<file path="config.mk">
export PLATFORM = sky130hd
export DESIGN_NAME = wall_follow_ctrl
export DESIGN_NICKNAME = d
export VERILOG_FILES = /design/src/rtl/wall_follow_ctrl.sv
export SDC_FILE = /design/constraint.sdc
export NUM_CORES = 1
export LEC_CHECK = 0
export CAP_MARGIN = 30
export CORE_UTILIZATION = 51
export DETAILED_ROUTE_END_ITERATION = 10
export PLACE_DENSITY = 0.88
export SYNTH_ARGS = -nofsm -noshare
export SYNTH_HDL_FRONTEND = slang
export SYNTH_SLANG_ARGS = --single-unit
</file>
<file path="constraint.sdc">
create_clock -name clk -period 1.6 [get_ports clk]
set_input_delay 0.32 -clock clk [delete_from_list [all_inputs] [get_ports clk]]
set_output_delay 0.32 -clock clk [all_outputs]
set_load 0.03 [all_outputs]
</file>
<file path="src/rtl/wall_follow_ctrl.sv">
// Wall-following controller: debounced front/left/right sensors drive a Moore FSM
// that follows the selected wall, holds timed turns and flags repeated blocked turns.

module wf_debounce #(
  parameter int D = 2
) (
  input  logic clk,
  input  logic reset,
  input  logic raw,
  output logic filt
);
  localparam int CW = (D > 1) ? $clog2(D) : 1;

  logic [CW-1:0] cnt;

  // cnt tracks consecutive samples that disagree with the filtered level
  always_ff @(posedge clk or posedge reset) begin
    if (reset) begin
      cnt  <= '0;
      filt <= 1'b0;
    end else if (raw == filt) begin
      cnt  <= '0;
    end else if (cnt == CW'(D - 1)) begin
      filt <= raw;
      cnt  <= '0;
    end else begin
      cnt  <= cnt + CW'(1);
    end
  end
endmodule

module wall_follow_ctrl #(
  parameter int DEBOUNCE_CYCLES = 2,
  parameter int TURN_CYCLES     = 4,
  parameter int STUCK_LIMIT     = 4
) (
  input  logic       clk,
  input  logic       reset,
  input  logic       enable,
  input  logic       side_sel,
  input  logic       front_sensor,
  input  logic       left_sensor,
  input  logic       right_sensor,
  output logic       front,
  output logic       turn,
  output logic       turn_dir,
  output logic       stuck,
  output logic [2:0] state
);
  localparam int TW = $clog2(TURN_CYCLES + 1);
  localparam int SW = $clog2(STUCK_LIMIT + 1);

  typedef enum logic [2:0] {
    IDLE   = 3'd0,
    DECIDE = 3'd1,
    FWD    = 3'd2,
    TURN_A = 3'd3,
    TURN_T = 3'd4,
    STUCK  = 3'd5
  } state_t;

  state_t        st, st_nxt, dec_st;
  logic [TW-1:0] tc, tc_nxt;
  logic [SW-1:0] sc, sc_nxt, dec_sc, sc_inc;
  logic          side_lat;
  logic [2:0]    raw, filt;
  logic          front_f, wall_f, limit_hit;

  assign raw = {right_sensor, left_sensor, front_sensor};

  wf_debounce #(.D(DEBOUNCE_CYCLES)) u_db [2:0] (
    .clk  (clk),
    .reset(reset),
    .raw  (raw),
    .filt (filt)
  );

  assign front_f = filt[0];
  assign wall_f  = side_lat ? filt[2] : filt[1];

  // Stuck counter saturates at the limit; the limit check uses the incremented value
  assign limit_hit = (int'(sc) + 1) >= STUCK_LIMIT;
  assign sc_inc    = limit_hit ? SW'(STUCK_LIMIT) : sc + SW'(1);

  always_comb begin
    dec_st = FWD;
    dec_sc = '0;
    if (front_f) begin
      dec_st = limit_hit ? STUCK : TURN_A;
      dec_sc = sc_inc;
    end else if (!wall_f) begin
      dec_st = TURN_T;
      dec_sc = sc;
    end
  end

  always_comb begin
    st_nxt = st;
    tc_nxt = tc;
    sc_nxt = sc;
    case (st)
      IDLE: begin
        st_nxt = DECIDE;
        tc_nxt = '0;
        sc_nxt = '0;
      end
      DECIDE: begin
        st_nxt = dec_st;
        sc_nxt = dec_sc;
        tc_nxt = '0;
      end
      FWD: begin
        if (front_f || !wall_f) begin
          st_nxt = dec_st;
          sc_nxt = dec_sc;
          tc_nxt = '0;
        end
      end
      TURN_A, TURN_T: begin
        if (tc == TW'(TURN_CYCLES - 1)) begin
          st_nxt = DECIDE;
          tc_nxt = '0;
        end else begin
          tc_nxt = tc + TW'(1);
        end
      end
      STUCK:   st_nxt = STUCK;
      default: st_nxt = IDLE;
    endcase
    if (!enable) begin
      st_nxt = IDLE;
      tc_nxt = '0;
      sc_nxt = '0;
    end
  end

  always_ff @(posedge clk or posedge reset) begin
    if (reset) begin
      st       <= IDLE;
      tc       <= '0;
      sc       <= '0;
      side_lat <= 1'b0;
    end else begin
      st <= st_nxt;
      tc <= tc_nxt;
      sc <= sc_nxt;
      if (st == IDLE && enable) side_lat <= side_sel;
    end
  end

  assign front    = (st == FWD);
  assign turn     = (st == TURN_A) || (st == TURN_T);
  assign turn_dir = (st == TURN_A) ? ~side_lat : (st == TURN_T) ? side_lat : 1'b0;
  assign stuck    = (st == STUCK);
  assign state    = st;
endmodule
</file>
### Yosys cells after proc, flatten, opt, wreduce, memory -nomap -nowiden

Index checks and enable logic that the tools add are counted.

| operators by class | value |
|---|---|
| multiplexer cells | 26 |
| bitwise gates (word level) | 4 |
| div/mod/pow operators | 0 |
| reductions and logical operators | 13 |
| multipliers | 0 |
| equal/unequal tests | 13 |
| order comparisons | 1 |
| $add $sub $neg | 6 |
| shift-type cells | 0 |

Operators with widths:

| operator | count |
|---|---|
| 2-to-1 mux 3 bit | 14 |
| case mux 3 bit (3 select lines) | 2 |
| case mux 3 bit (5 select lines) | 1 |
| AND reduction 2 bit | 6 |
| equality test 3 x 2 -> 1 bit, second input constant | 3 |
| 2-to-1 mux 1 bit | 9 |
| adder 3 x 1 -> 3 bit, second input constant | 2 |
| equality test 3 bit, second input constant | 2 |
| adder 3 x 1 -> 4 bit, second input constant | 1 |
| >= comparator 4 x 3 -> 1 bit, second input constant | 1 |
| != test 4 x 1 -> 1 bit, second input constant | 1 |
| != test 4 x 2 -> 1 bit, second input constant | 1 |
| NOT 1 bit | 4 |
| OR reduction 2 bit | 2 |
| adder 1 bit, second input constant | 3 |
| equality test 1 bit | 3 |
| equality test 3 x 1 -> 1 bit, second input constant | 1 |
| logical NOT 3 bit | 1 |
| != test 3 x 2 -> 1 bit, second input constant | 1 |
| != test 3 bit, second input constant | 1 |
| logical OR 1 bit | 2 |
| logical AND 1 bit | 1 |
| logical NOT 1 bit | 1 |

| word-level totals | value |
|---|---|
| bits in latches | 0 |
| output and inout bits | 7 |
| memory bits (writable) | 0 |
| memories | 0 |
| input bits | 7 |
| register bits | 16 |
| bits in read-only memories | 0 |

### Depth between registers and ports, before layout

| logic depth | value |
|---|---|
| word-level depth | 7 |
| depth in mapped cells | 5 |

### Cells and area by module

A second synthesis with hierarchy kept.

| unflattened totals | value |
|---|---|
| cells, all modules | 90 |
| area, all modules | 910.9 um^2 |

By module, submodules not included:

| module | cells each | seq. area each (um^2) | instances | area each (um^2) |
|---|---|---|---|---|
| wall_follow_ctrl | 72 | 250.2 | 1 | 666.9 |
| wf_debounce | 6 | 50.0 | 3 | 81.3 |

### Worst setup path before layout

No wires, ideal clock.

| path | value |
|---|---|
| path type | reg-to-output |
| start point | register st[1], in the netlist state[1] |
| end point | output port turn_dir |
| cell stages (with the launch flop) | 4 |
| data arrival time | 1.575 ns |
| slack | -0.295 ns |
| buffers on the path | 1 |
| required time | 1.280 ns |
| cell sequence | dfrtp_1 buf_4 nand2_1 o31ai_1 |

| on the way | value |
|---|---|
| cells in the longest elaborated chain, start to end | 3 |
| elaborated cells between the ends (all ways) | 4 |
| classes of those cells | eq/ne (2); mux (2) |

RTL lines:

| item | line | source |
|---|---|---|
| start: declaration | 62 | `state_t st, st_nxt, dec_st;` |
| start signal: assignment | 144 | `st <= st_nxt;` |
| equality test 3 bit | 153 | `assign turn_dir = (st == TURN_A) ? ~side_lat : (st == TURN_T) ? side_lat : 1'b0;` |
| 2-to-1 mux 1 bit | 153 |  |
| 2-to-1 mux 1 bit * | 153 |  |
| end: declaration | 46 | `output logic turn_dir,` |

Every way passes the cells marked *; elsewhere a longest branch is shown, timed or not.

### Worst setup path in the final report

| path | value |
|---|---|
| start point | register st[0], in the netlist state[0] |
| end point | output port turn |

| on the way | value |
|---|---|
| cells in the longest elaborated chain, start to end | 2 |
| elaborated cells between the ends (all ways) | 3 |
| classes of those cells | eq/ne (2); reduce/logical (1) |

RTL lines:

| item | line | source |
|---|---|---|
| equality test 3 x 2 -> 1 bit / equality test 3 bit (equally long branches) | 152 | `assign turn = (st == TURN_A) \|\| (st == TURN_T);` |
| logical OR 1 bit * | 152 |  |
| end: declaration | 45 | `output logic turn,` |

Marks and branches as above.

==> results.yml <==
status:
  status: "finished with violations"
  failed_checks: "setup timing"
global_route:
  grt_pass1_wl_um: 3187
  grt.total_usage_pct: 22.20
  antenna_found_initial: 0
  first_global_vias: 779
  grt.overflow.total: 0
  grt_max_degree: 17
sta:
  rsz0062_at_grt: "true"
  clock.fmax_mhz: 604.1
  hold_viol_final: 0
  post-route-period-util_pct: 103.5
  worst_slack_ps: -55.45
  tns_ps: -120.8
  finalCriticalPeriod_ps: 1655
  setup_viol: 4
  skew_ps: 1.619
  slew-limit-headroom_pct: 75.57
  maxSlewViolCount: 0
  worst_pin_slew_ps: 363.1
drt:
  drt-total-wl_um: 2260
  drc: 0
  wire_per_inst_um: 16.38
  antenna_left: 0
  vias: 782
  drt_first_pass_iters: 3
  drt-initial-drc-count: 22
  via_per_inst: 5.667
synthesis:
  synth_top_area_cell: "dfrtp_1"
  postSynthAreaPerCell_um2: 10.37
  synthDistinctLibCells: 38
  ys_seq_area_share_pct: 43.90
  synth_warnings: 0
  syn_nets: 97
  synthCells: 88
  synth_top_area_share_pct: 43.90
  syn-cell-area_um2: 912.1
  synthArstFlopShare_pct: 100.0
  synth_edf_count: 0
  yosys-top-cells-area: "dfrtp_1, mux2_2, xnor2_1"
  ys.flop_type: "dfrtp_1"
  ys_ff_latch: 16
clock_tree:
  clockBufferDepth: 2
  cts_tree: "done"
  clk_latency_ps: 280
  numCtsBuffers: 3
  clk_pin_slew_ps: 90
  clock-sinks: 16
  root_buffer: "clkbuf_4"
  cts-htree-levels: 1
setup_path:
  arrival_ps: 1340
  crit_path_top_delay_cell: "dfrtp_2"
  crit_required_ps: 1280
  max_stage_delay_ps: 450
  r2r-start: "state[2]"
  critPathKind: "flip-flop to output pin"
  worst-path-max-fanout: 6
  start_kind: "flip-flop"
  crit_path_cell_trace: "and3b_1, or2_1, buf_6"
  startpoint: "state[0]"
  endpoint_kind: "output pin"
power_and_ir_drop:
  clockPowerShare_pct: 12.8
  pwr-share-comb_pct: 52.5
  total_power_mw: 2.063
  p_sw_mw: 0.8324
  leakagePower_nw: 0.5808
  swShare_pct: 40.35
  internal_power_mw: 1.231
  ir_drop_uv: 1124
  seqPwrFrac_pct: 34.7
  power_density_nw_per_um2: 1651
final_layout:
  diodes: 0
  drive_above_1_share_pct: 41.23
  instances_no_fill: 138
  finalNetCount: 124
  fill_cells: 99
  area_growth_pct: 37.04
floorplan:
  fp.dieH_um: 44.29
  core_region_area_um2: 1594
  rows: 14
  io_pins: 14
  initial_core_util_pct: 57.22
  dieArea_um2: 1962
  die_w_um: 44.29
place:
  gp_congestion: 0.8375
  placed_cells: 127
  dp_hpwl_um: 1294
  numPortBuffers: 13
flow_run:
  maxCapViolations: 0
min_path:
  hp-class: "primary input to asynchronous set/reset pin"
[registers in the layout (all words and copies together), names as in the netlist]
name	cells
u_db.filt	3
state	3
side_lat	1
u_db.cnt	3
tc	3
sc	3
[metrics by stage]
| stage | hold WS [ps] | cell area, um2 | utilization, % | setup WS (ps) |
|---|---|---|---|---|
| 6_report | 341.7 | 1250 | 78.41 | -55.45 |
| 3_3_place_gp | 417.5 | 1089 | 68.29 | -67.46 |
| 5_1_grt | 363.9 | 1250 | 78.41 | -119.6 |
| 3_5_place_dp | 434.4 | 1089 | 68.29 | -111.6 |
| 2_1_floorplan | 233.7 | 920.9 | - | -46.64 |
| 4_1_cts | 348.2 | 1174 | 73.63 | -70.80 |
[cells in the mapped netlist (2+ instances only)]
| cell type | count |
|---|---|
| buf_2 | 3 |
| dfrtp_1 | 16 |
| nand3_1 | 3 |
| nand2_1 | 5 |
| nor3_1 | 2 |
| inv_1 | 3 |
| xnor2_1 | 4 |
| mux2_2 | 5 |
| nor2_1 | 6 |
| a22o_1 | 2 |
| nor2b_1 | 2 |
| o31ai_1 | 2 |
| ha_1 | 2 |
| buf_4 | 2 |
| nand2b_1 | 3 |
| or2_1 | 2 |
| nor4_1 | 2 |
| a21oi_1 | 4 |
[power by group through the flow]
| stage | clock [mW] | sequential (mW) | combinational [mW] |
|---|---|---|---|
| 2_1_floorplan | 0 | 0.694 | 0.607 |
| 3_3_place_gp | 0 | 0.682 | 0.814 |
| 3_5_place_dp | 0 | 0.701 | 0.836 |
| 4_1_cts | 0.268 | 0.702 | 0.904 |
| 5_1_grt | 0.292 | 0.739 | 1.16 |
| 6_report | 0.264 | 0.716 | 1.08 |
[worst paths after layout]
check	endpoint	slack [ps]	cells past startpoint
max	turn	-60	3
min	u_db[2].cnt	340	3
max reg2reg	state[1]	-10	5
min reg2reg	u_db[0].cnt	450	1
max in group asynchronous	state[0]	1060	3
min in group clk	u_db[0].cnt	450	1
[cells by family after synthesis]
| family | count (synthesis) | synth area share (%) |
|---|---|---|
| simple gates | 34 | 21.40 |
| fa+ha+maj | 2 | 2.743 |
| flops | 16 | 43.90 |
| xor+xnor | 4 | 3.840 |
| mux | 7 | 8.504 |
| compound gates | 17 | 15.09 |
| buf+inv | 8 | 4.526 |
[routing by layer]
layer	part of all wire, %	routed length (um)	track usage [%]	vias to the layer above
li1	-	-	-	366
met4	2.5	56	10.91	0
met2	57	1277	38.24	22
met3	2.3	53	4.490	8
met5	0	0	0	-
met1	39	873	26.26	386
[area by class of cell]
type,count,area [um2],area share (%)
clock buffer,4,36.28,2.903
timing repair buffer,27,237.7,19.02
inverter,3,11.26,0.9009
tap,24,30.03,2.402
sequential,16,404.1,32.33
multi-input combinational,64,530.5,42.44
[critical path: cells and delay by family (launching register included)]
family / cells / cell delay, ps
DFF: 1 / 450
and+or+nand+nor: 2 / 450
buffers and inverters: 1 / 150
[cells in the final DEF, fill, tap and decap left out, types with 2 or more instances in the layout]
| cell | synthesis | final |
|---|---|---|
| a21oi_1 | 4 | 4 |
| a22o_1 | 2 | 2 |
| buf_4 | 2 | 15 |
| buf_6 | 0 | 5 |
| clkbuf_4 | 0 | 3 |
| clkdlybuf4s50_1 | 0 | 6 |
| dfrtp_1 | 16 | 13 |
| dfrtp_2 | 0 | 3 |
| ha_1 | 2 | 2 |
| inv_1 | 3 | 3 |
| mux2_2 | 5 | 5 |
| nand2_1 | 5 | 4 |
| nand2b_1 | 3 | 3 |
| nand3_1 | 3 | 2 |
| nor2_1 | 6 | 4 |
| nor2b_2 | 0 | 2 |
| nor3_1 | 2 | 2 |
| nor4_1 | 2 | 2 |
| xnor2_1 | 4 | 4 |
[repair_timing]
action,4_1_cts,5_1_grt
buffers inserted,3,4
gates resized for setup,10,11
pin swaps,5,6
setup endpoints to repair,5,8
hold buffers,0,0
(Power assumes the default switching activity.)
